$ cat src/rtl/fetch_sequencer.sv
// SAP-2 instruction-fetch sequencer: fetches opcode plus 0-2 operand bytes, then hands off to execute.
// Optional build macro SINGLE_STEP_EN adds the STEP input and a PAUSE state after each instruction.
module fetch_sequencer #(
  parameter logic [7:0]  HLT_OPCODE  = 8'h76,
  parameter int unsigned WDOG_CYCLES = 255
) (
  input  logic        CLK,
  input  logic        CLR,
  input  logic [7:0]  WBUS,
  input  logic [7:0]  opcode,
  input  logic        exec_done,
`ifdef SINGLE_STEP_EN
  input  logic        STEP,
`endif
  output logic        Ep,
  output logic        nLm,
  output logic        Cp,
  output logic        nCE,
  output logic        nLi,
  output logic [15:0] operand,
  output logic [1:0]  op_len,
  output logic        exec_req,
  output logic        halted,
  output logic        fault
);

  localparam int WDOG_W = (WDOG_CYCLES > 32'd1) ? $clog2(WDOG_CYCLES + 32'd1) : 1;
  localparam logic [WDOG_W-1:0] WDOG_LAST =
    WDOG_W'((WDOG_CYCLES > 32'd0) ? (WDOG_CYCLES - 32'd1) : 32'd0);

  typedef enum logic [3:0] {
    S_IDLE, S_F_ADDR, S_F_READ, S_DECODE, S_O_ADDR, S_O_READ, S_EXEC, S_HALT
`ifdef SINGLE_STEP_EN
    , S_PAUSE
`endif
  } state_t;

  state_t            state_r;
  state_t            state_nxt_s;
  logic              wdog_exp_s;
  logic              idx_r;
  logic [WDOG_W-1:0] wdog_cnt_r;

  function automatic logic [1:0] len_f(input logic [7:0] op);
    case (op)
      8'h3E, 8'h06, 8'h0E, 8'hE6, 8'hF6, 8'hEE, 8'hDB, 8'hD3: len_f = 2'd2;
      8'hCD, 8'hFA, 8'hC3, 8'hC2, 8'hCA, 8'h3A, 8'h32:        len_f = 2'd3;
      default:                                                len_f = 2'd1;
    endcase
  endfunction

  // Next-state decode, including watchdog expiry out of EXEC
  always_comb begin
    state_nxt_s = state_r;
    wdog_exp_s  = 1'b0;
    case (state_r)
`ifdef SINGLE_STEP_EN
      S_IDLE:   state_nxt_s = STEP ? S_F_ADDR : S_IDLE;
      S_PAUSE:  state_nxt_s = STEP ? S_F_ADDR : S_PAUSE;
`else
      S_IDLE:   state_nxt_s = S_F_ADDR;
`endif
      S_F_ADDR: state_nxt_s = S_F_READ;
      S_F_READ: state_nxt_s = S_DECODE;
      S_DECODE: begin
        if (opcode == HLT_OPCODE) begin
          state_nxt_s = S_HALT;
        end else if (len_f(opcode) == 2'd1) begin
          state_nxt_s = S_EXEC;
        end else begin
          state_nxt_s = S_O_ADDR;
        end
      end
      S_O_ADDR: state_nxt_s = S_O_READ;
      S_O_READ: begin
        if ((2'(idx_r) + 2'd1) < (op_len - 2'd1)) begin
          state_nxt_s = S_O_ADDR;
        end else begin
          state_nxt_s = S_EXEC;
        end
      end
      S_EXEC: begin
        // exec_done on the expiry cycle takes priority over the watchdog
        if (exec_done) begin
`ifdef SINGLE_STEP_EN
          state_nxt_s = S_PAUSE;
`else
          state_nxt_s = S_F_ADDR;
`endif
        end else if ((WDOG_CYCLES != 32'd0) && (wdog_cnt_r == WDOG_LAST)) begin
          state_nxt_s = S_HALT;
          wdog_exp_s  = 1'b1;
        end else begin
          state_nxt_s = S_EXEC;
        end
      end
      S_HALT:   state_nxt_s = S_HALT;
      default:  state_nxt_s = S_IDLE;
    endcase
  end

  // State, datapath and strobes registered from the state being entered
  always_ff @(posedge CLK) begin
    if (CLR) begin
      state_r    <= S_IDLE;
      Ep         <= 1'b0;
      nLm        <= 1'b1;
      Cp         <= 1'b0;
      nCE        <= 1'b1;
      nLi        <= 1'b1;
      exec_req   <= 1'b0;
      halted     <= 1'b0;
      fault      <= 1'b0;
      operand    <= 16'h0000;
      op_len     <= 2'd1;
      idx_r      <= 1'b0;
      wdog_cnt_r <= '0;
    end else begin
      state_r  <= state_nxt_s;
      Ep       <= (state_nxt_s == S_F_ADDR) || (state_nxt_s == S_O_ADDR);
      nLm      <= !((state_nxt_s == S_F_ADDR) || (state_nxt_s == S_O_ADDR));
      Cp       <= (state_nxt_s == S_F_READ) || (state_nxt_s == S_O_READ);
      nCE      <= !((state_nxt_s == S_F_READ) || (state_nxt_s == S_O_READ));
      nLi      <= (state_nxt_s != S_F_READ);
      exec_req <= (state_nxt_s == S_EXEC);
      halted   <= (state_nxt_s == S_HALT);
      fault    <= fault | wdog_exp_s;

      case (state_r)
        S_DECODE: begin
          operand <= 16'h0000;
          op_len  <= len_f(opcode);
          idx_r   <= 1'b0;
        end
        S_O_READ: begin
          if (idx_r == 1'b0) begin
            operand[7:0]  <= WBUS;
          end else begin
            operand[15:8] <= WBUS;
          end
          idx_r <= idx_r + 1'b1;
        end
        default: begin
          operand <= operand;
        end
      endcase

      // Counter is held at zero outside EXEC so every EXEC entry starts fresh
      if ((state_r == S_EXEC) && !exec_done) begin
        wdog_cnt_r <= wdog_cnt_r + WDOG_W'(1);
      end else begin
        wdog_cnt_r <= '0;
      end
    end
  end

endmodule

$ cat config.mk
export PLATFORM = sky130hd
export DESIGN_NAME = fetch_sequencer
export DESIGN_NICKNAME = d
export VERILOG_FILES = /design/src/rtl/fetch_sequencer.sv
export SDC_FILE = /design/constraint.sdc
export NUM_CORES = 1
export LEC_CHECK = 0
export ABC_CLOCK_PERIOD_IN_PS = 1700
export BUFFER_PORTS_ARGS = -buffer_cell sky130_fd_sc_hd__clkbuf_2
export CORE_ASPECT_RATIO = 0.9
export CORE_MARGIN = 8
export CORE_UTILIZATION = 48
export CTS_BUF_LIST = sky130_fd_sc_hd__clkbuf_4
export CTS_CLUSTER_DIAMETER = 200
export DETAILED_ROUTE_END_ITERATION = 7
export GPL_TIMING_DRIVEN = 1
export PLACE_DENSITY = 0.77
export SYNTH_ARGS = -nofsm -noshare
export SYNTH_HDL_FRONTEND = slang
export SYNTH_SLANG_ARGS = --single-unit
$ cat constraint.sdc
create_clock -name CLK -period 1.7 [get_ports CLK]
set_input_delay 0.17 -clock CLK [delete_from_list [all_inputs] [get_ports CLK]]
set_output_delay 0.17 -clock CLK [all_outputs]
set_load 0.1 [all_outputs]
# Word-level counts from Yosys, hierarchy flattened
# Cells that the tools add are included.
# word_totals
out_inout_bits,26
inputBits,19
ff_bits,39
# op_classes
magnitude_cmp,1
n_reduce_logical,13
add_sub_neg,4
n_eq_ne,34
muxes,16
bitwise,2
# ops
op,n
equality test 8 bit (second input constant),11
equality test 4 x 3 -> 1 bit (second input constant),8
case mux 16 bit (2 select lines),1
equality test 8 x 6 -> 1 bit (second input constant),3
case mux 3 bit (8 select lines),1
2-to-1 mux 8 bit,2
equality test 4 x 2 -> 1 bit (second input constant),3
2-to-1 mux 2 bit,5
adder 8 x 1 -> 8 bit (second input constant),1
equality test 4 x 1 -> 1 bit (second input constant),2
equality test 8 x 3 -> 1 bit (second input constant),1
equality test 8 x 4 -> 1 bit (second input constant),1
equality test 8 x 7 -> 1 bit (second input constant),1
OR reduction 8 bit,1
OR reduction 7 bit,1
logical NOT 4 bit,1
2-to-1 mux 1 bit,4
inequality test 2 bit (second input constant),2
inequality test 4 x 2 -> 1 bit (second input constant),1
case mux 2 bit (2 select lines),1
AND reduction 2 bit,2
logical NOT 1 bit,3
2-to-1 mux 3 bit,1
adder 1 x 1 -> 2 bit (second input constant),1
11 further kinds,12

# Longest topological paths before layout
# Gate-level depths: netlist (run 1).
# depth
ltp_word,12
depth_mapped,6
ltp_nobuf,6

# Least setup slack after synthesis (run 1)
# No wires, ideal clock.
# synth_timing
path_type,reg-to-reg
start,reg op_len[0]
end,reg Ep
slack_ns,-0.728
t_arrival_ns,2.369
t_required_ns,1.640
stages_incl_launch_ff,7
setup_ns,0.060
synth_period_minus_slack_ns,2.428
cell_sequence,dfxtp_1 > xor2_1 > ha_1 > o21ai_0 > a31oi_1 > o21ai_0 > o221a_2
# synth_via
elab_chain_len,6
elab_cells_between_ends,7
cone_classes,add/sub: 1; order compare: 1; eq/ne: 2; mux: 2; reduce/logical: 1
# synth_rtl
item,line_no,source
start: declaration,21,"output logic [1:0] op_len,"
start signal: assignment,132,op_len <= len_f(opcode);
subtractor 2 x 1 -> 2 bit (*),76,if ((2'(idx_r) + 2'd1) < (op_len - 2'd1)) begin
less-than comparator 2 bit (*),76,
2-to-1 mux 2 bit (*),76,
case mux 3 bit (8 select lines) (*),56,case (state_r)
equality test 4 x 1 -> 1 bit / equality test 4 x 3 -> 1 bit (equally long branches),120,Ep <= (state_nxt_s == S_F_ADDR) || (state_nxt_s == S_O_ADDR);
logical OR 1 bit (*),120,
end signal: assignment,120,
end: declaration,15,"output logic Ep,"
# Mark *: on every way between the ends. The rest lies on a longest branch, timed or not.
# A chain may end at the register's enable or synchronous reset.

# Worst setup path in the final report (run 1)
# layout_timing
start,reg op_len[1]
end,reg Ep
# Same word-level chain as after synthesis.

==> results of run 1 <==
==> layout by cell type (no fill, tap or decap), types with 3 or more instances in the layout <==
master    count
a21oi_1      14
clkbuf_2     44
nand3_1      12
clkbuf_4      5
nor3_1        4
inv_1         9
nor3b_1       3
dfxtp_1      36
nor2_1       25
a22oi_1       8
xor2_1        4
nand2_1      19
ha_1          3
or3_1         3
buf_4        15
o21ai_0       4
==> power breakdown <==
part           internal [mW]  switching, mW  total [mW]
combinational         0.0790          0.197       0.277
clock                  0.305          0.298       0.602
sequential             0.907        0.00923       0.916
==> cell usage after synthesis, types with 2 or more instances <==
cell type,instances
dfxtp_1,38
nor2_1,25
nand2_1,19
a21oi_1,14
nand3_1,12
inv_1,9
a22oi_1,8
o21ai_0,6
clkbuf_1,4
nor3_1,4
xor2_1,4
ha_1,3
nor3b_1,3
or3_1,3
nand3b_1,2
nand4b_1,2
o21a_1,2
o21ai_1,2
xnor2_1,2
==> cell families after synthesis <==
group,count (synthesis),synth area share [%]
AO/OA/AOI/OAI,40,16.60
AND/OR/NAND/NOR,84,27.83
buffers and inverters,14,3.304
adder cells (fa/ha/maj),3,2.306
XOR/XNOR,6,3.228
flip-flops,38,46.73
==> cell type report <==
type                            instances  area (µm²)  share of cell area (%)
Sequential cell                        38       768.2                   36.74
Tap cell                               44       55.05                   2.633
Multi-Input combinational cell        133       823.3                   39.38
Timing Repair Buffer                   59       332.8                   15.92
Clock inverter                          3       40.04                   1.915
Inverter                                9       33.78                   1.616
Clock buffer                            5       37.54                   1.795
==> timing repair <==
| item | 4_1_cts | 5_1_grt |
|---|---|---|
| gates resized for setup | 0 | 3 |
| setup endpoints to repair | 0 | 4 |
| hold buffers | 0 | 0 |
==> worst paths after layout <==
kind / depth (start not counted) / slack [ns] / from / end
min: 3 / 0.08 / WBUS[1] / operand[1]
max reg2reg: 6 / 0.1 / op_len[1] / Ep
min reg2reg: 2 / 0.46 / operand[3] / operand[3]
max: 6 / 0.1 / op_len[1] / Ep
==> per-layer routing <==
layer  track usage (%)  share of wire, %
met1             18.40                46
met2             22.90                47
met3             4.625               5.7
met4             5.649               1.4
met5                 0                 0
==> sequential cells by signal, summed over array words and instances, names as in the netlist, 2 cells and up <==
register / cells
op_len: 2
operand: 16
state_r: 3
wdog_cnt_r: 8
==> per-stage QoR <==
step / TNS [ns] / power [mW] / instances / hold slack [ns]
floorplan: 0 / 1.124 / 185 / 0.2905
global placement: -0.03708 / 1.204 / 283 / 0.4377
detailed placement: -0.08282 / 1.208 / 283 / 0.4430
CTS: 0 / 1.795 / 291 / 0.06967
global route: 0 / 1.858 / 291 / 0.08365
finish: 0 / 1.795 / 291 / 0.08243
==> worst min-delay path, stage by stage <==
cell      delay (ns)
clkbuf_2        0.10
nand3_1         0.06
a21oi_1         0.06
==> qor.yml, run 1 <==
yosys:
  avgSynthCellArea_um2: 8.799
  synthTopCellsByArea: "dfxtp_1, nor2_1, nand2_1, a21oi_1, nand3_1"
  synthArstFlopShare_pct: 0
  synth_top_area_share_pct: 46.73
  synth_nets: 207
  yosys_warnings: 0
  netlist_instances: 185
  ys_types: 42
  synth_edf_count: 0
  yosys.area.top_type: "dfxtp_1"
  synth-seq-cells: 38
  netlist_area_mm2: 0.001628
  yosysSeqAreaShare_pct: 46.73
  synth_ff_type: "dfxtp_1"
floorplanning:
  die_width_um: 77.39
  dieArea_mm2: 0.005513
  core_area_mm2: 0.003303
  ios: 45
  initial_core_util_pct: 49.28
  rows: 20
  die_y_um: 71.25
placed_design:
  place_area_mm2: 0.002007
  dpl.hpwl_mm: 2.983
  gp_congestion: 0.7808
  io_buffers: 44
  place_ws_ns: -0.06704
power:
  peakVddDrop_mv: 0.6191
  leakagePower_nw: 0.8753
  cellPowerDensity_mw_per_mm2: 858.4
global_route:
  antenna_found_initial: 0
  grt_max_degree: 17
  first_global_vias: 1447
  grt_usage_pct: 14.66
  grt_overflow: 0
  grt_pass1_wl_mm: 6.658
setup_path:
  cp_slowest_cell: "dfxtp_4"
  crit_fanout: 5
  crit_family: "compound AO/OA/AOI/OAI gates"
  path_class: "flip-flop to flip-flop"
  worstPathArrival_ns: 1.85
  required_ns: 1.95
  worstPathCellList: "xor2_1 > ha_1 > o21ai_0 > a31oi_1 > o21ai_2 > o221a_2"
  start_kind: "flip-flop"
  max_stage_delay_ns: 0.37
  worst-path-buf-inv: 0
  critPathCaptureType: "flip-flop"
layout:
  fillCellCount: 304
  drive_gt1_share_pct: 32.39
  nNetsFinal: 268
  finish.utilization_pct: 63.30
  area_delta_synth_final_pct: 28.44
  stdcell_area_mm2: 0.002091
  antennaDiodeCount: 0
clock_network:
  cts_root_buf: "clkbuf_4"
  cts_buffers: 5
  cts_tree: "done"
  post_cts_buffers: 0
  clockBufferDepth: 2
  clock_sinks: 38
  cts_max_level: 2
  clk_latency_ns: 0.35
  clk_pin_slew_ns: 0.10
routing:
  drc_errors: 0
  final_antenna_net_count: 0
  drt_wl_total_mm: 3.838
  drtIter0Drc: 189
  vias: 1496
  viasPerCell: 5.141
  first_pass_iters: 4
  wl_per_cell_um: 13.19
sta:
  final_hold_viol_count: 0
  layout_setup_ws_ns: 0.09661
  worstMarginPinSlew_ns: 0.5931
  slew_headroom_pct: 60.19
  rsz0062_at_grt: "false"
  skew_ns: 0.01063
  setup_viol: 0
  final.period_utilization_pct: 94.32
  fin_crit_ns: 1.603
  max_freq_ghz: 0.6237
  drv_slew: 0
worst_hold_path:
  hold_class: "primary input to flip-flop"
status:
  status: "finished clean"
run:
  drv_cap: 0
(Power assumes the default switching activity.)
==> run 2, diff against run 1 <==
--- a/config.mk
+++ b/config.mk
@@ -15,6 +15,7 @@
 export DETAILED_ROUTE_END_ITERATION = 7
 export GPL_TIMING_DRIVEN = 1
 export PLACE_DENSITY = 0.77
+export SETUP_SLACK_MARGIN = 0.5
 export SYNTH_ARGS = -nofsm -noshare
 export SYNTH_HDL_FRONTEND = slang
 export SYNTH_SLANG_ARGS = --single-unit
==> qor.yml, run 2 (synthesis gave the netlist of run 1 again) <==
status:
  status: "finished clean"
setup_path:
  critPathCaptureType: "flip-flop"
  cp_slowest_cell: "dfxtp_4"
  worstPathCellList: "xor2_1 > ha_1 > o21ai_1 > a31oi_1 > o21ai_2 > o221ai_1"
  required_ns: 1.90
  max_stage_delay_ns: 0.36
  start_kind: "flip-flop"
  path_class: "flip-flop to flip-flop"
  worst-path-buf-inv: 0
  crit_family: "compound AO/OA/AOI/OAI gates"
  crit_fanout: 5
  worstPathArrival_ns: 1.73
floorplanning:
  rows: 20
  initial_core_util_pct: 49.28
  core_area_mm2: 0.003303
  die_y_um: 71.25
  dieArea_mm2: 0.005513
  die_width_um: 77.39
  ios: 45
sta:
  drv_slew: 0
  layout_setup_ws_ns: 0.1682
  slew_headroom_pct: 73.30
  fin_crit_ns: 1.532
  rsz0062_at_grt: "true"
  final_hold_viol_count: 0
  skew_ns: 0.008494
  final.period_utilization_pct: 90.11
  hold-worst-slack_ns: 0.09452
  worstMarginPinSlew_ns: 0.3904
  max_freq_ghz: 0.6528
  tns_ns: 0
  setup_viol: 0
global_route:
  gr-usage-met3_pct: 4.375
  grt_usage_pct: 14.17
  grt_max_degree: 19
  top_usage_layer: "met2"
  antenna_found_initial: 0
  first_global_vias: 1463
  grt_overflow: 0
  met2_usage_pct: 24.77
  grtUsageMet1_pct: 15.50
  grt_pass1_wl_mm: 6.458
power:
  peakVddDrop_mv: 0.4410
  p_clk_share_pct: 26.7
  leakagePower_nw: 0.9548
  sw_frac_of_total_pct: 30.06
  p_int_mw: 1.183
  pwr-share-comb_pct: 18.4
  switching_power_mw: 0.5084
  cellPowerDensity_mw_per_mm2: 712.9
  p_seq_share_pct: 54.9
  p_total_mw: 1.691
clock_network:
  clk_latency_ns: 0.34
  clk_pin_slew_ns: 0.11
  cts_max_level: 2
  cts_tree: "done"
  cts_buffers: 5
  clock_sinks: 38
  cts_root_buf: "clkbuf_4"
  clockBufferDepth: 2
placed_design:
  gp_congestion: 0.7913
  place_inst: 273
  dpl.hpwl_mm: 2.911
  place_ws_ns: -0.05551
  io_buffers: 44
  place_area_mm2: 0.002001
routing:
  wl_per_cell_um: 14.65
  vias: 1527
  drt_wl_total_mm: 4.249
  viasPerCell: 5.266
  final_antenna_net_count: 0
  drtIter0Drc: 65
  drc_errors: 0
  first_pass_iters: 4
layout:
  largest_register_ffs: 16
  top_register: "operand"
  nNetsFinal: 267
  final_cell_mix: "nor2_1, dfxtp_1, buf_4"
  finish.utilization_pct: 71.82
  final_common_cell: "nor2_1"
  antennaDiodeCount: 0
  area_delta_synth_final_pct: 45.73
  final_cells: 290
  drive_gt1_share_pct: 45.12
  stdcell_area_mm2: 0.002372
  largestRegisters: "operand: 16 flops, wdog_cnt_r: 8 flops, state_r: 3 flops"
run:
  drv_cap: 0
worst_hold_path:
  hold_class: "primary input to flip-flop"
==> run 2: cell count changes in the layout (fill, tap and decap cells not counted), moves of 3 or more <==
cell      before  now
buf_4         15   19
buf_6          0    3
clkbuf_2      44   18
clkbuf_4       5   13
clkbuf_8       0    9
dfxtp_1       36   22
dfxtp_2        0   11
dfxtp_4        2    5
nor3_1         4    1
==> run 2: power by group through the flow <==
| stage | combinational [mW] | clock (mW) | sequential, mW |
|---|---|---|---|
| after floorplan | 0.118 | 0 | 1.03 |
| after global placement | 0.262 | 0 | 0.946 |
| after detailed placement | 0.264 | 0 | 0.947 |
| after CTS | 0.290 | 0.467 | 0.927 |
| after global routing | 0.330 | 0.494 | 0.930 |
| final | 0.312 | 0.452 | 0.928 |
==> run 2: final cells by class <==
| class | count | area (µm²) |
|---|---|---|
| fill | 254 | 930.9 |
| clock buffer | 6 | 45.04 |
| multi-input combinational | 133 | 939.7 |
| inverter | 9 | 37.54 |
| tap | 44 | 55.05 |
| timing repair buffer | 58 | 493.0 |
| clock inverter | 2 | 8.758 |
| sequential | 38 | 793.3 |
==> run 2: timing repair <==
item / CTS / global route
pin swaps: 8 / 7
hold endpoints to repair: 0 / 0
resized for setup: 50 / 25
hold buffers: 0 / 0
setup buffers: 5 / 4
endpoints found under the setup margin: 61 / 45
==> run 2: worst paths after layout <==
| kind | slack (ns) | from | to | cells after the start |
|---|---|---|---|---|
| max | 0.17 | op_len[1] | nLm | 6 |
| min | 0.09 | WBUS[5] | operand[5] | 3 |
| max reg2reg | 0.17 | op_len[1] | nLm | 6 |
| min reg2reg | 0.46 | operand[7] | operand[7] | 2 |
==> run 2: routing by layer <==
layer  vias to the layer above  share of wire (%)
met2                        33                 51
met1                       710                 43
li1                        775                  -
met3                         9                4.1
met4                         0                1.9
met5                         -                  0
==> run 2: worst min-delay path, delay by kind of cell <==
kind            cells  cell delay (ns)
compound gates      1             0.06
buf+inv             1             0.10
simple gates        1             0.07
